### src/rtl/latch_drv_pkg.sv
// Shared types and helpers for the latch gate driver and its phase timer.
package latch_drv_pkg;

  typedef enum logic [1:0] {IDLE, SETUP, OPEN, HOLD} latch_drv_state_t;

  // Counter width large enough to hold the longest phase length.
  function automatic int cnt_width(input int s, input int g, input int h);
    int m;
    m = s;
    if (g > m) m = g;
    if (h > m) m = h;
    return $clog2(m + 1);
  endfunction

endpackage

### src/rtl/latch_drv_timer.sv
// Loadable phase down-counter; tc marks the last cycle of the current phase.
module latch_drv_timer
  import latch_drv_pkg::*;
#(
  parameter int CW = 2
) (
  input  logic          clk,
  input  logic          rst_n,
  input  logic          load,
  input  logic [CW-1:0] load_val,
  output logic          tc
);

  logic [CW-1:0] cnt_q, cnt_d;

  // Counts down to zero and parks there until the next phase load.
  always_comb begin
    cnt_d = cnt_q;
    if (load) begin
      cnt_d = load_val;
    end else if (cnt_q != '0) begin
      cnt_d = cnt_q - CW'(1);
    end
  end

  always_ff @(posedge clk or negedge rst_n) begin
    if (!rst_n) begin
      cnt_q <= '0;
    end else begin
      cnt_q <= cnt_d;
    end
  end

  assign tc = (cnt_q == CW'(1));

endmodule

### src/rtl/latch_gate_driver.sv
// Write-side driver for a transparent latch bank: setup, gate and hold windows.
// Optional readback compare is enabled by defining LATCH_DRV_READBACK_EN.
module latch_gate_driver
  import latch_drv_pkg::*;
#(
  parameter int W         = 4,
  parameter int SETUP_CYC = 1,
  parameter int GATE_CYC  = 2,
  parameter int HOLD_CYC  = 1
) (
  input  logic         clk,
  input  logic         rst_n,
  input  logic         in_valid,
  output logic         in_ready,
  input  logic [W-1:0] in_data,
  output logic [W-1:0] lat_d,
  output logic         lat_en,
`ifdef LATCH_DRV_READBACK_EN
  input  logic [W-1:0] lat_q,
  output logic         mismatch,
`endif
  output logic         busy,
  output logic         done
);

  localparam int CW = cnt_width(SETUP_CYC, GATE_CYC, HOLD_CYC);

  latch_drv_state_t state_q, state_d;
  logic [W-1:0]     latD_q, latD_d;
  logic             latEn_q, latEn_d;
  logic             done_q, done_d;
  logic             accept;
  logic             timerLoad;
  logic [CW-1:0]    timerVal;
  logic             tc;

  latch_drv_timer #(
    .CW(CW)
  ) u_timer (
    .clk     (clk),
    .rst_n   (rst_n),
    .load    (timerLoad),
    .load_val(timerVal),
    .tc      (tc)
  );

  assign in_ready = (state_q == IDLE);
  assign busy     = !in_ready;
  assign accept   = in_valid && in_ready;

  // Phase sequencing; lat_en and lat_d only change at phase boundaries.
  always_comb begin
    state_d   = state_q;
    latD_d    = latD_q;
    latEn_d   = latEn_q;
    done_d    = 1'b0;
    timerLoad = 1'b0;
    timerVal  = '0;
    case (state_q)
      IDLE: begin
        if (accept) begin
          latD_d    = in_data;
          state_d   = SETUP;
          timerLoad = 1'b1;
          timerVal  = CW'(SETUP_CYC);
        end
      end
      SETUP: begin
        if (tc) begin
          state_d   = OPEN;
          latEn_d   = 1'b1;
          timerLoad = 1'b1;
          timerVal  = CW'(GATE_CYC);
        end
      end
      OPEN: begin
        if (tc) begin
          state_d   = HOLD;
          latEn_d   = 1'b0;
          timerLoad = 1'b1;
          timerVal  = CW'(HOLD_CYC);
        end
      end
      HOLD: begin
        if (tc) begin
          state_d = IDLE;
          done_d  = 1'b1;
        end
      end
      default: begin
        state_d = IDLE;
        latEn_d = 1'b0;
      end
    endcase
  end

  always_ff @(posedge clk or negedge rst_n) begin
    if (!rst_n) begin
      state_q <= IDLE;
      latD_q  <= '0;
      latEn_q <= 1'b0;
      done_q  <= 1'b0;
    end else begin
      state_q <= state_d;
      latD_q  <= latD_d;
      latEn_q <= latEn_d;
      done_q  <= done_d;
    end
  end

  assign lat_d  = latD_q;
  assign lat_en = latEn_q;
  assign done   = done_q;

`ifdef LATCH_DRV_READBACK_EN
  logic holdFirst_q;
  logic sampErr_q;
  logic mismatch_q;
  logic cmpErr;

  assign cmpErr = (lat_q != latD_q);

  // Readback is taken in the first HOLD cycle; a one-cycle HOLD compares live.
  always_ff @(posedge clk or negedge rst_n) begin
    if (!rst_n) begin
      holdFirst_q <= 1'b0;
      sampErr_q   <= 1'b0;
      mismatch_q  <= 1'b0;
    end else begin
      holdFirst_q <= (state_q == OPEN) && tc;
      if (holdFirst_q) begin
        sampErr_q <= cmpErr;
      end
      if (accept) begin
        mismatch_q <= 1'b0;
      end else if ((state_q == HOLD) && tc && (holdFirst_q ? cmpErr : sampErr_q)) begin
        mismatch_q <= 1'b1;
      end
    end
  end

  assign mismatch = mismatch_q;
`endif

endmodule

### config.mk
export PLATFORM = sky130hd
export DESIGN_NAME = latch_gate_driver
export DESIGN_NICKNAME = d
export VERILOG_FILES = /design/src/rtl/latch_drv_pkg.sv /design/src/rtl/latch_drv_timer.sv /design/src/rtl/latch_gate_driver.sv
export SDC_FILE = /design/constraint.sdc
export NUM_CORES = 1
export LEC_CHECK = 0
export BUFFER_PORTS_ARGS = -buffer_cell sky130_fd_sc_hd__buf_2
export CAP_MARGIN = 20
export CORE_AREA = 5 5 42 44
export CTS_CLUSTER_SIZE = 14
export DETAILED_ROUTE_END_ITERATION = 12
export DIE_AREA = 0 0 47 49
export GPL_ROUTABILITY_DRIVEN = 0
export HOLD_SLACK_MARGIN = 0.03
export PLACE_DENSITY = 0.72
export SKIP_LAST_GASP = 1
export SLEW_MARGIN = 0
export SYNTH_ARGS = -nofsm -noshare
export SYNTH_HDL_FRONTEND = slang
export SYNTH_SLANG_ARGS = --single-unit
### constraint.sdc
create_clock -name clk -period 1.85 [get_ports clk]
set_input_delay 0.37 -clock clk [delete_from_list [all_inputs] [get_ports clk]]
set_output_delay 0.37 -clock clk [all_outputs]
set_load 0.005 [all_outputs]
==> metrics.md, run 1 <==
| Metric | Value |
|---|---|
| FF-to-FF setup slack | `approximately 340 ps` |
| Detailed Route Iter0 Violations | `2` |
| Chip width | `47 um` |
| Syn_nets | `between 60 and 70` |
| Total CTS buffers | `3` |
| Maximum VDD drop | `between 0.7 and 0.8 mV` |
| Total Neg Setup Slack | `0 ps` |
| CTS sink count | `10` |
| Fin. Hold Viols | `0` |
| Grt ovf | `0` |
| Initial Util | `a little over two fifths` |
| Die Area | `between 2000 and 2500 um^2` |
| Clk Latency, worst-skew pair | `approximately 260 ps` |
| Worst Hold Endpoint | `lat_d[1]` |
| Hold Startpoint | `in_data[1]` |
| Vias in the first global route | `450` |
| CP max-delay cell | `dfrtp_1` |
| Final min period | `around 1600 ps` |
| CTS tree | `done` |
| Top cell type's share of synthesized area | `42.1%` |
| Routed WL per cell | `12.0 um` |
| R2R Path Start | `state_q[1]` |
| Relative slew slack | `84.8%` |
| DRC | `0` |
| Top Family by Delay on Critical Path | `flip-flops` |
| Global-route wire length before repair | `around 1.8 mm` |
| Worst EP arrival | `between 1000 and 1500 ps` |
| Cell mode on critical path | `inv_1` |
| Clk pin slew, worst setup/hold paths | `60 ps` |
| Hold WC Path Type | `input pin to flip-flop` |
| Pre-Repair DR Iteration Count | `2` |
| Critical path capture point type | `output port` |
| Vias | `between 400 and 500` |
| GRT Util Overall | `a little over a tenth` |
| # H-tree levels | `1` |
| Top post-synthesis cells by count | `10 x dfrtp_1, 9 x ha_1, 7 x inv_1, 4 x nand2_1` |
| Worst Skew | `4.11 ps` |
| Synth top area cells | `dfrtp_1 42%, ha_1 19%, mux2_2 5.7%, mux2i_1 5.1%, inv_1 4.4%` |
| Synth Cell Area | `about 590 um^2` |
| Crit start category | `flip-flop` |
| WS Path Type | `flip-flop to output port` |
| Final Power | `1.27 mW` |
| Distinct cells, synth | `20` |
| Root Buffer | `clkbuf_4` |
| Worst Reg2Reg Path Length in Cells | `5` |
| Row count | `14` |
| Mapped Cells | `about 50` |
| Final ANT Viol Nets | `0` |
| Tcrit/Tclk final | `between 80% and 90%` |
| PD cells | `~1800 nW/um^2` |
| Register bit total from synthesis | `10` |
| Largest net degree at the start of global routing | `11` |
| Clk buf depth | `2` |
| Count leader, synth | `dfrtp_1` |
| Initial antenna violation count | `0` |
| Final wirelength | `between 1 and 1.5 mm` |
| CORE AREA | `~1400 um^2` |
| RSZ-0062 raised after global routing | `no` |
| Largest area contributor in the netlist | `dfrtp_1` |
| Diodes inserted | `0` |
| Fraction of layout cells with a size suffix above 1 | `between 30% and 40%` |
| Final setup fails | `0` |
| Post-synth EDFFs | `0` |
| Routed vias/inst | `roughly 4.9` |
| LEAKAGE | `0.372 nW` |
| Yosys warns | `0` |
| Crit path required time | `between 1000 and 1500 ps` |
| Post-synth top flop | `dfrtp_1` |
| Worst slew pin tran | `228 ps` |
| FF-to-FF End | `state_q[1]` |
| Port Buffer Count | `14` |
| Slew Limit Fails | `0` |
| Die Y | `just under 50 um` |
| Hold path cells | `2` |
| Max-cap viol count | `0` |
| Async set-reset flop share out of synthesis | `100%` |
| Worst Path Buf+Inv | `3` |
| Filler instances | `140` |
| Area added between synthesis and finish | `20.6%` |
| Cell breakdown of the critical path | `inv_1, ha_1, inv_1, buf_2` |
| CP peak stage delay | `430 ps` |
| Post-CTS Setup Inserts | `0` |
| Mean post-synth cell area | `approximately 12 um^2` |
| Seq/Total Area, Yosys | `a little over two fifths` |
| Worst-path maximum fanout | `5` |
| Final net count | `a little under 90` |
| Top Ports | `15` |
| Fmax | `about 610 MHz` |
| Outcome | `finished, final reports clean` |
| DPL Wire Length | `~840 um` |
## cells in the final DEF, fill, tap and decap left out
cell type,Yosys,layout
xor2_1,1,1
a21oi_2,1,1
inv_1,7,7
nor2_1,2,2
dfrtp_1,10,10
o211ai_2,1,1
mux2_4,1,1
a32oi_1,1,1
ha_1,9,9
clkbuf_4,0,3
mux2_1,1,1
or2b_4,1,1
nand2_1,4,4
mux2i_1,3,3
a211oi_1,1,1
and2_2,1,1
mux2_2,3,3
a21oi_1,1,1
buf_2,0,14
a22oi_1,1,1
a22o_1,1,1
nand2b_1,1,1
dlygate4sd3_1,0,1
## layer usage
metal  track usage, %  part of all wire (%)  vias up
met5                0                     0        -
li1                 -                     -      207
met2             15.8                    47       11
met4             9.22                   2.1        0
met3            0.369                   5.2        2
met1             12.6                    45      194
## power breakdown
group | internal [mW] | switching, mW
Clock | 0.0748 | 0.0677
Combinational | 0.375 | 0.341
Sequential | 0.330 | 0.0770
## how the worst max path moves through the flow
stage	start	depth (start not counted)	end	slack, ps
finish	state_q[0]	4	busy	220
global route	state_q[0]	4	busy	160
CTS	state_q[0]	4	busy	220
detailed placement	state_q[1]	5	state_q[1]	340
global placement	state_q[0]	5	u_timer.cnt_q[0]	360
floorplan	state_q[1]	5	state_q[1]	420
## cell families after synthesis
logic type,count (synthesis),share of synthesized area [%]
mux,8,15.2
simple gates,9,8.00
xor+xnor,1,1.47
buf+inv,7,4.42
compound gates,7,9.90
fa+ha+maj,9,18.9
flops,10,42.1
## final cells by class
type	instances	area, um^2	area share (%)
Clock buffer	3	22.5	3.14
Inverter	7	26.3	3.66
Multi-Input combinational cell	34	318	44.3
Sequential cell	10	250	34.9
Tap cell	16	20.0	2.79
Timing Repair Buffer	15	80.1	11.2
## registers in the layout (all words and copies together), names as in the netlist
register and cells:
lat_d 4, state_q 2, u_timer.cnt_q 2, done 1
lat_en 1
## timing repair
action	CTS	global route
hold buffers	1	0
hold endpoints to repair	10	0
gates resized for setup	0	0
setup endpoints to repair	0	0
## worst reg2reg max path, cell delays in order, from the launching register on
cell      delay (ps)
dfrtp_1          430
inv_1            110
ha_1             190
or2b_4           280
o211ai_2          80
mux2_4           310
## stage by stage
stage                     hold WS [ps]  cells  utilization (%)  setup WS (ps)  area (um^2)
after global placement             240     81             48.8            358          684
after detailed placement           244     81             48.8            341          684
after global routing               331     85             51.2            157          717
after CTS                          323     85             51.2            219          717
after floorplan                   74.4     51                -            418          594
final                              330     85             51.2            223          717
Power figures use the tool's default switching activity.
==> run 2, diff against run 1 <==
==> constraint.sdc (replaced) <==
create_clock -name clk -period 1.53 [get_ports clk]
set_input_delay 0.306 -clock clk [delete_from_list [all_inputs] [get_ports clk]]
set_output_delay 0.306 -clock clk [all_outputs]
set_load 0.005 [all_outputs]
==> metrics.md, run 2 (synthesis gave the netlist of run 1 again) <==
| Metric | Value |
|---|---|
| Detailed Route Iter0 Violations | `5` |
| Vias in the first global route | `between 400 and 500` |
| CORE AREA | `1400 um^2` |
| Worst slew pin tran | `roughly 240 ps` |
| Final Power | `about 1.7 mW` |
| Port Buffer Count | `14` |
| Final ANT Viol Nets | `0` |
| LEAKAGE | `about 0.40 nW` |
| Maximum VDD drop | `1.02 mV` |
| CTS sink count | `10` |
| Worst EP arrival | `1200 ps` |
| Fraction of layout cells with a size suffix above 1 | `between 40% and 50%` |
| Diodes inserted | `0` |
| Routed WL per cell | `between 10 and 15 um` |
| Number of flip-flops in the largest register | `4` |
| Most frequent cells in the layout | `14 x buf_2, 10 x dfrtp_1, 8 x ha_1` |
| Placed Instances | `85` |
| Root Buffer | `clkbuf_4` |
| Pre-Repair DR Iteration Count | `4` |
| CTS tree | `done` |
| Initial antenna violation count | `0` |
| Final setup fails | `0` |
| Top Ports | `15` |
| GRT Util Overall | `a little over an eighth` |
| Total CTS buffers | `3` |
| Clk Latency, worst-skew pair | `about 270 ps` |
| Largest net degree at the start of global routing | `11` |
| RSZ-0062 raised after global routing | `yes` |
| Hold WC Path Type | `input pin to flip-flop` |
| Fin area | `a little under 800 um^2` |
| Worst-path maximum fanout | `5` |
| Worst Skew | `approximately 4.2 ps` |
| Vias | `approximately 450` |
| Grt ovf | `0` |
| DPL Wire Length | `around 940 um` |
| PD cells | `~2300 nW/um^2` |
| Chip width | `approximately 47 um` |
| Initial Util | `between 40% and 50%` |
| Crit start category | `flip-flop` |
| # H-tree levels | `1` |
| Global-route wire length before repair | `between 2 and 2.5 mm` |
| Final net count | `between 90 and 100` |
| Final wirelength | `between 1 and 1.5 mm` |
| CP max-delay cell | `dfrtp_1` |
| Fin. Hold Viols | `0` |
| Total Neg Setup Slack | `0 ps` |
| CP peak stage delay | `roughly 420 ps` |
| Cell Area, Placed | `714 um^2` |
| Area added between synthesis and finish | `29.7%` |
| Routed vias/inst | `~5.0` |
| Filler instances | `between 100 and 150` |
| Worst Path Buf+Inv | `3` |
| Slew Limit Fails | `0` |
| Final min period | `about 1500 ps` |
| Crit path required time | `1220 ps` |
| Outcome | `finished, final reports clean` |
| Max-cap viol count | `0` |
| Top Family by Delay on Critical Path | `flip-flops` |
| Fmax | `about 670 MHz` |
| Fin Hold WS | `around 240 ps` |
| DRC | `0` |
| Relative slew slack | `84.0%` |
| Critical path capture point type | `output port` |
| WS Path Type | `flip-flop to output port` |
| Commonest non-fill, non-tap cell in the layout | `buf_2` |
| Die Area | `2300 um^2` |
| Cell breakdown of the critical path | `inv_2, ha_2, inv_1, buf_2` |
| Cell Count, Final, Fillers Out | `91` |
| Clk buf depth | `2` |
| Clk pin slew, worst setup/hold paths | `70 ps` |
| Tcrit/Tclk final | `~100%` |
| Row count | `14` |
| Die Y | `between 40 and 50 um` |
==> run 2: cell count changes in the layout (fill, tap and decap cells not counted) <==
cell      delta
buf_4        +5
inv_1        -1
ha_1         -1
clkbuf_8     +1
inv_2        +1
ha_2         +1
==> run 2: what timing repair did <==
action,CTS,global route
hold endpoints to repair,10,0
resized for setup,1,1
setup buffers,0,1
endpoints found under the setup margin,1,5
hold buffers,1,0
==> run 2: path summary, 6_finish.rpt <==
check                            from         end  slack [ps]  cells past startpoint
setup reg to reg           state_q[1]  state_q[1]          60                      5
max in group asynchronous       rst_n      lat_en         900                      2
hold reg to reg              lat_d[1]    lat_d[1]         490                      1
min in group asynchronous       rst_n    lat_d[0]         430                      2
hold / removal             in_data[1]    lat_d[1]         240                      2
setup / recovery           state_q[0]        busy          30                      4
==> run 2: worst register-to-register path: stages, from the launching register on <==
cell      delay, ps
dfrtp_1         380
inv_1           110
ha_1            180
or2b_4          280
o211ai_2         90
mux2_4          320
==> run 2: layout make-up <==
| cell class | count | area, um^2 | area share (%) |
|---|---|---|---|
| clock buffer | 4 | 36.3 | 4.71 |
| inverter | 7 | 26.3 | 3.41 |
| multi-input combinational | 34 | 320 | 41.6 |
| sequential | 10 | 250 | 32.5 |
| tap | 16 | 20.0 | 2.60 |
| timing repair buffer | 20 | 118 | 15.3 |
==> run 2: per-stage QoR <==
| step | setup WS, ps | utilization, % |
|---|---|---|
| floorplan | 98.2 | - |
| global placement | 107 | 51.0 |
| detailed placement | 51.3 | 51.0 |
| CTS | 5.93 | 54.5 |
| global route | -29.0 | 55.0 |
| finish | 27.3 | 55.0 |
==> run 2: routing by layer <==
layer | GRT usage, % | share of wire [%] | vias up
met5 | 0 | 0 | -
met4 | 8.29 | 2.8 | 0
met3 | 5.90 | 8.3 | 5
met2 | 21.9 | 50 | 14
met1 | 12.4 | 39 | 215
li1 | - | - | 219
==> run 2: report_power, final <==
| part | leakage, nW | internal (mW) | switching [mW] |
|---|---|---|---|
| clock network | 0.0210 | 0.145 | 0.101 |
| registers | 0.119 | 0.399 | 0.0785 |
| logic | 0.261 | 0.538 | 0.483 |
==> run 3, diff against run 2 <==
--- a/config.mk
+++ b/config.mk
@@ -5,6 +5,7 @@
 export SDC_FILE = /design/constraint.sdc
 export NUM_CORES = 1
 export LEC_CHECK = 0
+export ABC_AREA = 1
 export BUFFER_PORTS_ARGS = -buffer_cell sky130_fd_sc_hd__buf_2
 export CAP_MARGIN = 20
 export CORE_AREA = 5 5 42 44
@@ -13,9 +14,10 @@
 export DIE_AREA = 0 0 47 49
 export GPL_ROUTABILITY_DRIVEN = 0
 export HOLD_SLACK_MARGIN = 0.03
-export PLACE_DENSITY = 0.72
+export PLACE_DENSITY = 0.7
 export SKIP_LAST_GASP = 1
 export SLEW_MARGIN = 0
 export SYNTH_ARGS = -nofsm -noshare
 export SYNTH_HDL_FRONTEND = slang
+export SYNTH_HIERARCHICAL = 1
 export SYNTH_SLANG_ARGS = --single-unit
==> metrics.md, run 3 <==
| Metric | Value |
|---|---|
| Routed WL per cell | `roughly 11 um` |
| Clk pin slew, worst setup/hold paths | `60 ps` |
| LEAKAGE | `0.430 nW` |
| Port Buffer Count | `14` |
| Final min period | `between 1000 and 1500 ps` |
| Chip width | `between 40 and 50 um` |
| Crit start category | `flip-flop` |
| Mapped Cells | `just over 70` |
| Maximum VDD drop | `around 1.0 mV` |
| Number of flip-flops in the largest register | `4` |
| Post-synth EDFFs | `0` |
| Max-cap viol count | `0` |
| Routed vias/inst | `~4.8` |
| Worst Skew | `2.62 ps` |
| CORE AREA | `roughly 1400 um^2` |
| Syn_nets | `between 80 and 90` |
| Clk Latency, worst-skew pair | `approximately 270 ps` |
| CTS tree | `done` |
| Total Neg Setup Slack | `0 ps` |
| Row count | `14` |
| Clk buf depth | `2` |
| Mean post-synth cell area | `between 7 and 8 um^2` |
| Vias in the first global route | `about 480` |
| CTS sink count | `10` |
| Grt ovf | `0` |
| Root Buffer | `clkbuf_4` |
| Cell Area, Placed | `673 um^2` |
| Tcrit/Tclk final | `around 97%` |
| Filler instances | `128` |
| Outcome | `finished, final reports clean` |
| Final setup fails | `0` |
| Count leader, synth | `nand2_1` |
| Fin Hold WS | `between 200 and 300 ps` |
| Top cell type's share of synthesized area | `43.5%` |
| Detailed Route Iter0 Violations | `9` |
| Critical path capture point type | `output port` |
| Area added between synthesis and finish | `28.7%` |
| Post-synth top flop | `dfrtp_1` |
| GRT Util Overall | `12.3%` |
| Fin area | `741 um^2` |
| Relative slew slack | `a little over 80%` |
| Largest net degree at the start of global routing | `11` |
| Initial antenna violation count | `0` |
| Most frequent cells in the layout | `20 x nand2_1, 14 x buf_2, 10 x nand3_1, 10 x dfrtp_1, 8 x inv_1` |
| Top post-synthesis cells by count | `20 x nand2_1, 10 x dfrtp_1, 10 x nand3_1, 9 x inv_1, 6 x ha_1` |
| Die Area | `roughly 2300 um^2` |
| Register bit total from synthesis | `10` |
| Diodes inserted | `0` |
| WS Path Type | `flip-flop to output port` |
| Yosys warns | `6` |
| # H-tree levels | `1` |
| Total CTS buffers | `3` |
| Top Ports | `15` |
| Async set-reset flop share out of synthesis | `100%` |
| RSZ-0062 raised after global routing | `no` |
| Worst slew pin tran | `about 280 ps` |
| Slew Limit Fails | `0` |
| Distinct cells, synth | `15` |
| Largest area contributor in the netlist | `dfrtp_1` |
| DPL Wire Length | `927 um` |
| Pre-Repair DR Iteration Count | `4` |
| Vias | `520` |
| Commonest non-fill, non-tap cell in the layout | `nand2_1` |
| Fraction of layout cells with a size suffix above 1 | `between 30% and 40%` |
| Global-route wire length before repair | `between 2 and 2.5 mm` |
| Hold WC Path Type | `input pin to flip-flop` |
| Crit path required time | `1220 ps` |
| Final wirelength | `1.25 mm` |
| Final ANT Viol Nets | `0` |
| Initial Util | `41.1%` |
| Worst-path maximum fanout | `8` |
| Fin. Hold Viols | `0` |
| Die Y | `49 um` |
| Synth top area cells | `dfrtp_1 43%, ha_1 13%, nand2_1 13%, nand3_1 8.7%, inv_1 5.9%` |
| Worst EP arrival | `between 1000 and 1500 ps` |
| Synth Cell Area | `between 500 and 600 um^2` |
| Final net count | `approximately 110` |
| Seq/Total Area, Yosys | `between 40% and 50%` |
| PD cells | `2200 nW/um^2` |
| Final Core Density | `between 50% and 60%` |
| DRC | `0` |
| Fmax | `~670 MHz` |
-- run 3: final timing paths --
path / start / slack [ps] / endpoint / cells after the start
max in group asynchronous: rst_n / 910 / lat_d[3] / 2
worst min register to register: lat_d[3] / 460 / lat_d[3] / 2
min in group asynchronous: rst_n / 420 / state_q[0] / 2
worst max register to register: state_q[0] / 120 / u_timer/cnt_q[0] / 6
worst max-delay path: state_q[1] / 50 / busy / 5
worst min-delay path: in_data[3] / 270 / lat_d[3] / 3
-- run 3: cells by family (layout without fill, tap and decap cells) --
logic type	count (synthesis)	after routing	synth area share, %
AOI/OAI and AO/OA	4	4	3.48
adders and majority gates	6	6	13.0
DFF	10	10	43.5
buffers and inverters	14	35	10.0
and+or+nand+nor	38	38	30.0
-- run 3: what timing repair did --
action | 4_1_cts | 5_1_grt
buffers inserted | 2 | 0
setup endpoints to repair | 2 | 3
hold endpoints to repair | 10 | 0
hold buffers | 1 | 0
resized for setup | 2 | 3
-- run 3: layer usage --
metal,up-vias,share of wire (%),wire length [um],GRT usage [%]
li1,264,-,-,-
met5,-,0,0,0
met2,11,47,589,18.8
met1,241,46,569,14.9
met3,4,5.0,62,3.32
met4,0,2.1,26,6.91
-- run 3: cell type report --
cell class,instances,area (um^2),share of cell area (%)
multi-input cells,48,284,38.3
repair buffers,19,114,15.4
clock buffers,3,22.5,3.04
inverters,13,50.0,6.76
flip-flops and latches,10,250,33.8
well taps,16,20.0,2.70
-- run 3: stage by stage --
stage | instances | setup slack, ps | total power, mW
finish | 109 | 45.4 | 1.63
global route | 109 | 1.87 | 1.78
CTS | 109 | 11.9 | 1.58
detailed placement | 103 | 41.2 | 1.33
global placement | 103 | 91.7 | 1.29
floorplan | 72 | 67.5 | 1.07
-- run 3: critical path: stages, from the launching register on --
cell	delay [ps]
dfrtp_1	380
inv_1	110
ha_4	150
buf_6	120
inv_1	40
buf_2	110
-- run 3: power breakdown --
part	switching (mW)	internal, mW	total [mW]
combinational	0.561	0.436	0.997
clock	0.0870	0.0908	0.178
sequential	0.0645	0.392	0.457
total	0.712	0.919	1.63
